<file path="src/rtl/stuck_level_monitor_if.sv">
// Bus between a stuck-level monitor and its controller: sampled lines,
// window control and per-bit window results.
interface stuck_level_monitor_if #(
  parameter int WIDTH = 8,
  parameter int CNT_W = 16
);
  logic [WIDTH-1:0] din;
  logic             en;
  logic [CNT_W-1:0] window_len;
  logic             start;
  logic             abort;
  logic             busy;
  logic             done;
  logic [WIDTH-1:0] stuck_hi;
  logic [WIDTH-1:0] stuck_lo;
  logic [WIDTH-1:0] toggled;
  logic             any_stuck;

  modport master (
    output din, en, window_len, start, abort,
    input  busy, done, stuck_hi, stuck_lo, toggled, any_stuck
  );

  modport slave (
    input  din, en, window_len, start, abort,
    output busy, done, stuck_hi, stuck_lo, toggled, any_stuck
  );
endinterface

</file>
<file path="src/rtl/stuck_level_monitor.sv">
// Watches tie-high/tie-low lines over a window of qualified samples and
// classifies every bit as stuck high, stuck low or toggling.
module stuck_level_monitor #(
  parameter int WIDTH = 8,
  parameter int CNT_W = 16
) (
  input  logic                  clk,
  input  logic                  reset,
  stuck_level_monitor_if.slave  bus
);

  typedef enum logic [1:0] {
    IDLE    = 2'd0,
    MEASURE = 2'd1,
    REPORT  = 2'd2
  } state_t;

  state_t           state_r;
  state_t           state_next_s;
  logic [CNT_W-1:0] count_r;
  logic [CNT_W-1:0] count_inc_s;
  logic [CNT_W-1:0] len_r;
  logic [WIDTH-1:0] and_acc_r;
  logic [WIDTH-1:0] or_acc_r;
  logic [WIDTH-1:0] stuck_hi_r;
  logic [WIDTH-1:0] stuck_lo_r;
  logic [WIDTH-1:0] toggled_r;
  logic             any_stuck_r;
  logic             busy_r;
  logic             done_r;
  logic             last_sample_s;

  assign count_inc_s   = count_r + {{(CNT_W-1){1'b0}}, 1'b1};
  assign last_sample_s = bus.en && (count_inc_s == len_r);

  // Next-state selection; abort beats a final sample landing in the same cycle.
  always_comb begin
    state_next_s = state_r;
    case (state_r)
      IDLE: begin
        if (bus.start && !bus.abort) begin
          state_next_s = MEASURE;
        end else begin
          state_next_s = IDLE;
        end
      end
      MEASURE: begin
        if (bus.abort) begin
          state_next_s = IDLE;
        end else if (last_sample_s) begin
          state_next_s = REPORT;
        end else begin
          state_next_s = MEASURE;
        end
      end
      REPORT:  state_next_s = IDLE;
      default: state_next_s = IDLE;
    endcase
  end

  // State register with busy/done registered from the upcoming state.
  always_ff @(posedge clk) begin
    if (reset) begin
      state_r <= IDLE;
      busy_r  <= 1'b0;
      done_r  <= 1'b0;
    end else begin
      state_r <= state_next_s;
      busy_r  <= (state_next_s != IDLE);
      done_r  <= (state_next_s == REPORT);
    end
  end

  // Window accumulators and the result registers loaded in REPORT.
  always_ff @(posedge clk) begin
    if (reset) begin
      count_r     <= {CNT_W{1'b0}};
      len_r       <= {CNT_W{1'b0}};
      and_acc_r   <= {WIDTH{1'b1}};
      or_acc_r    <= {WIDTH{1'b0}};
      stuck_hi_r  <= {WIDTH{1'b0}};
      stuck_lo_r  <= {WIDTH{1'b0}};
      toggled_r   <= {WIDTH{1'b0}};
      any_stuck_r <= 1'b0;
    end else begin
      case (state_r)
        IDLE: begin
          if (bus.start && !bus.abort) begin
            len_r     <= (bus.window_len == {CNT_W{1'b0}}) ?
                         {{(CNT_W-1){1'b0}}, 1'b1} : bus.window_len;
            count_r   <= {CNT_W{1'b0}};
            and_acc_r <= {WIDTH{1'b1}};
            or_acc_r  <= {WIDTH{1'b0}};
          end
        end
        MEASURE: begin
          if (bus.en && !bus.abort) begin
            count_r   <= count_inc_s;
            and_acc_r <= and_acc_r & bus.din;
            or_acc_r  <= or_acc_r | bus.din;
          end
        end
        REPORT: begin
          stuck_hi_r  <= and_acc_r;
          stuck_lo_r  <= ~or_acc_r;
          toggled_r   <= ~and_acc_r & or_acc_r;
          any_stuck_r <= |(and_acc_r | ~or_acc_r);
        end
        default: begin
          count_r <= {CNT_W{1'b0}};
        end
      endcase
    end
  end

  assign bus.busy      = busy_r;
  assign bus.done      = done_r;
  assign bus.stuck_hi  = stuck_hi_r;
  assign bus.stuck_lo  = stuck_lo_r;
  assign bus.toggled   = toggled_r;
  assign bus.any_stuck = any_stuck_r;

endmodule
</file>
<file path="src/flat_wrapper.sv">
// flat-port wrapper written by rule: the top's interface ports become plain ports
module stuck_level_monitor_flat 
#(
  parameter int WIDTH = 8,
  parameter int CNT_W = 16
)
  (clk, reset, bus_din, bus_en, bus_window_len, bus_start, bus_abort, bus_busy, bus_done, bus_stuck_hi, bus_stuck_lo, bus_toggled, bus_any_stuck);
  stuck_level_monitor_if #(.WIDTH(WIDTH), .CNT_W(CNT_W)) bus_i ();
  input  logic clk;
  input  logic reset;
  input wire logic [$bits(bus_i.din)-1:0] bus_din;
  input wire logic [$bits(bus_i.en)-1:0] bus_en;
  input wire logic [$bits(bus_i.window_len)-1:0] bus_window_len;
  input wire logic [$bits(bus_i.start)-1:0] bus_start;
  input wire logic [$bits(bus_i.abort)-1:0] bus_abort;
  output wire logic [$bits(bus_i.busy)-1:0] bus_busy;
  output wire logic [$bits(bus_i.done)-1:0] bus_done;
  output wire logic [$bits(bus_i.stuck_hi)-1:0] bus_stuck_hi;
  output wire logic [$bits(bus_i.stuck_lo)-1:0] bus_stuck_lo;
  output wire logic [$bits(bus_i.toggled)-1:0] bus_toggled;
  output wire logic [$bits(bus_i.any_stuck)-1:0] bus_any_stuck;
  assign bus_i.din = bus_din;
  assign bus_i.en = bus_en;
  assign bus_i.window_len = bus_window_len;
  assign bus_i.start = bus_start;
  assign bus_i.abort = bus_abort;
  assign bus_busy = bus_i.busy;
  assign bus_done = bus_i.done;
  assign bus_stuck_hi = bus_i.stuck_hi;
  assign bus_stuck_lo = bus_i.stuck_lo;
  assign bus_toggled = bus_i.toggled;
  assign bus_any_stuck = bus_i.any_stuck;
  stuck_level_monitor #(.WIDTH(WIDTH), .CNT_W(CNT_W)) u_core (.clk(clk), .reset(reset), .bus(bus_i));
endmodule
</file>
<file path="config.mk">
export PLATFORM = sky130hd
export DESIGN_NAME = stuck_level_monitor_flat
export DESIGN_NICKNAME = d
export VERILOG_FILES = /design/src/rtl/stuck_level_monitor_if.sv /design/src/rtl/stuck_level_monitor.sv /design/src/flat_wrapper.sv
export SDC_FILE = /design/constraint.sdc
export NUM_CORES = 1
export LEC_CHECK = 0
export ABC_AREA = 1
export CAP_MARGIN = 20
export CORE_UTILIZATION = 40
export CTS_BUF_LIST = sky130_fd_sc_hd__clkbuf_2
export CTS_CLUSTER_DIAMETER = 60
export CTS_CLUSTER_SIZE = 25
export DETAILED_ROUTE_END_ITERATION = 12
export SLEW_MARGIN = 5
export SYNTH_ARGS = -nofsm -noshare
export SYNTH_HDL_FRONTEND = slang
export SYNTH_SLANG_ARGS = --single-unit
</file>
<file path="constraint.sdc">
create_clock -name clk -period 4.79 [get_ports clk]
set_clock_uncertainty 0.2 [all_clocks]
set_input_delay 0.479 -clock clk [delete_from_list [all_inputs] [get_ports clk]]
set_output_delay 0.479 -clock clk [all_outputs]
set_load 0.005 [all_outputs]
</file>
==> reports/qor.yml <==
worst_hold_path:
  hold_start: "u_core.or_acc_r[5]$_SDFFE_PP0P_"
  hold_class: "reg -> reg"
pwr:
  p_per_area_nw_per_um2: 284
  power_mw: 1.20
  p_clk_frac: 0.347
  internal_power_mw: 0.883
  p_leak_nw: 1.62
  combPwrFrac: 0.095
  p_sw_mw: 0.321
  seq_power_share: 0.558
  vdd_drop_max_uv: 145
  netSwitchingFraction: 0.267
global_route:
  grt_use_total: 0.214
  grt_pass1_vias: 3134
  antenna_found_initial: 0
  grt_max_degree: 41
  grt-ovfl-total: 0
  grt_pass1_wl_mm: 14.7
sta:
  slew_violations: 0
  grt_setup_unrepaired: "false"
  max_slew_margin: 0.419
  hold_viol: 0
  setup_viol: 0
  post-route-period-util: 0.558
  worst_pin_slew_ps: 869
  max_freq_mhz: 374
  fin_crit_ps: 2670
  setup-tns-final_ps: 0
cts:
  postCtsSetupBuffers: 0
  clk_pin_slew_worst_paths_ps: 210
  clockRootBuffer: "clkbuf_2"
  cts-resized-gates: 0
  clock_sinks: 77
  cts_tree: "yes"
  numCtsBuffers: 9
  hold_buffers: 0
  clock_latency_ps: 510
  htree_levels: 3
  clk_path_buf_depth: 2
cells_and_area:
  nFillCells: 827
  seq_area_sq_um: 1540
  syn_to_final_growth_pct: 23.2
  multiInputGateArea_sq_um: 1640
  layout-drive-gt1-share: 0.0703
  nets: 580
  postLayoutCellArea_sq_um: 4240
  antenna_cells: 0
routing:
  drtPass1Iterations: 4
  routed_via_density: 5.01
  drcViolationCount: 0
  drt-initial-drc-count: 190
  wire_per_inst_um: 13.6
  ant_nets: 0
  vias: 3305
  finalWirelength_mm: 8.94
synthesis:
  ys_ff_latch: 77
  synthFlopType: "dfxtp_1"
  ys.warnings.count: 0
  yosys.cell_types.count: 27
  synth_edf_count: 0
  async_flop_share: 0
  syn_nets: 528
  netlist_instances: 498
  netlist_area_sq_um: 3450
  ys_seq_area_frac: 0.447
  syn-mean-instance-area_sq_um: 6.92
critical_path:
  regToRegStartpoint: "u_core.state_r[1]$_SDFF_PP0_"
  worstPathMaxFanout: 21
  crit_path_start_kind: "primary input"
  worstPathArrival_ps: 2910
  end_kind: "flip-flop"
  worstPathRequired_ps: 5030
  startpoint: "reset"
  crit_type: "in -> reg"
floorplanning:
  start_util: 0.417
  ioPinCount: 56
  dieArea_sq_um: 8990
  die_w_um: 94.8
  rows: 33
  coreArea_sq_um: 8260
  die_height_um: 94.8
placement:
  dp_hpwl_mm: 6.48
  postPlaceCellArea_sq_um: 4070
  place_congestion: 0.868
  numPortBuffers: 55
outcome:
  status: "completed"
flow_run:
  maxCapViolations: 0
==> cells in the mapped netlist (2+ instances only) <==
cell type  instances  area (sq um)
nor2_4             4          45.0
buf_2              2          10.0
nand3_2            2          20.0
nor3_1             2          10.0
nand2_2            5          31.3
clkbuf_1          13          48.8
o21ai_0           44           220
nor2_1            63           236
inv_1             48           180
nand3_1           49           245
nand2_1          117           439
nor2_2             3          18.8
inv_2              4          15.0
dfxtp_1           77          1540
nor4_1             4          25.0
a211oi_1           3          22.5
nand4_1           13          81.3
o21ai_1            2          10.0
a21oi_1           35           175
==> power groups by stage <==
| stage | logic [mW] | clock network [mW] | registers [mW] |
|---|---|---|---|
| after floorplan | 0.0644 | 0 | 0.681 |
| after global placement | 0.110 | 0 | 0.685 |
| after detailed placement | 0.112 | 0 | 0.684 |
| after CTS | 0.113 | 0.427 | 0.672 |
| after global routing | 0.131 | 0.453 | 0.675 |
| final | 0.115 | 0.417 | 0.672 |
==> metal layers <==
layer / up-vias / global-route usage / wire, um / part of all wire
met2: 83 / 0.354 / 4100 / 0.46
met3: 9 / 0.0330 / 362 / 0.040
li1: 1726 / - / - / -
met4: 0 / 0.0833 / 121 / 0.014
met1: 1487 / 0.278 / 4360 / 0.49
met5: - / 0 / 0 / 0
==> registers in the layout (all words and copies together), names as in the netlist <==
name                  cells
u_core.bus.toggled        8
u_core.bus.busy           1
u_core.bus.stuck_lo       8
u_core.or_acc_r           8
u_core.state_r            2
u_core.bus.any_stuck      1
u_core.bus.done           1
u_core.len_r             16
u_core.bus.stuck_hi       8
u_core.and_acc_r          8
u_core.count_r           16
==> cell usage in the layout (no fill, tap or decap) <==
master and n:
nand4_1 13, buf_4 1, clkdlybuf4s50_1 55, clkinv_4 2
clkinv_2 1, a21oi_1 35, clkbuf_2 9, a31oi_1 1
nand3_1 49, buf_16 1, inv_2 4, o21ai_1 2
nor3_1 2, a21bo_2 1, or2_2 1, o31ai_1 1
nand2_1 117, clkinv_1 1, inv_1 48, ha_1 1
nand2_2 5, o21ai_0 44, nor2_2 3, nor2_1 63
nor2_4 4, nor2_8 1, nand3_2 2, inv_6 1
clkinvlp_4 1, a211oi_1 3, dfxtp_1 77, bufinv_16 2
nor4_1 4
==> stage by stage <==
step                      utilization  hold slack, ps  setup slack, ps  std cells
final                           0.514             251             2120        660
after global routing            0.514             269             1850        660
after CTS                       0.511             251             2140        659
after detailed placement        0.493             219             1570        643
after global placement          0.493             214             1690        643
after floorplan                     -             206             2970        498
==> layout make-up <==
cell class / count / area share
inverters: 53 / 0.0469
clock inverters: 7 / 0.0233
clock buffers: 9 / 0.0106
repair buffers: 57 / 0.138
multi-input cells: 352 / 0.387
flip-flops and latches: 77 / 0.363
well taps: 105 / 0.0310
==> kinds of logic (layout without fill, tap and decap cells) <==
group / count (synthesis) / after routing / synth area share
fa+ha+maj: 1 / 1 / 0.00363
flops: 77 / 77 / 0.447
compound gates: 87 / 87 / 0.131
buf+inv: 69 / 126 / 0.0759
simple gates: 264 / 264 / 0.342
==> worst max-delay path, cell delays in order <==
cell,delay (ps)
clkdlybuf4s50_1,850
nor2_1,760
inv_1,530
o21ai_0,280
==> worst paths after layout <==
check	cells past startpoint	slack (ps)	end
min	1	250	u_core.bus.stuck_lo[5]$_SDFFE_PP0N_
min reg2reg	1	250	u_core.bus.stuck_lo[5]$_SDFFE_PP0N_
max	4	2120	u_core.len_r[11]$_SDFFE_PP0P_
max reg2reg	6	2370	u_core.len_r[11]$_SDFFE_PP0P_
Power figures use the tool's default switching activity.
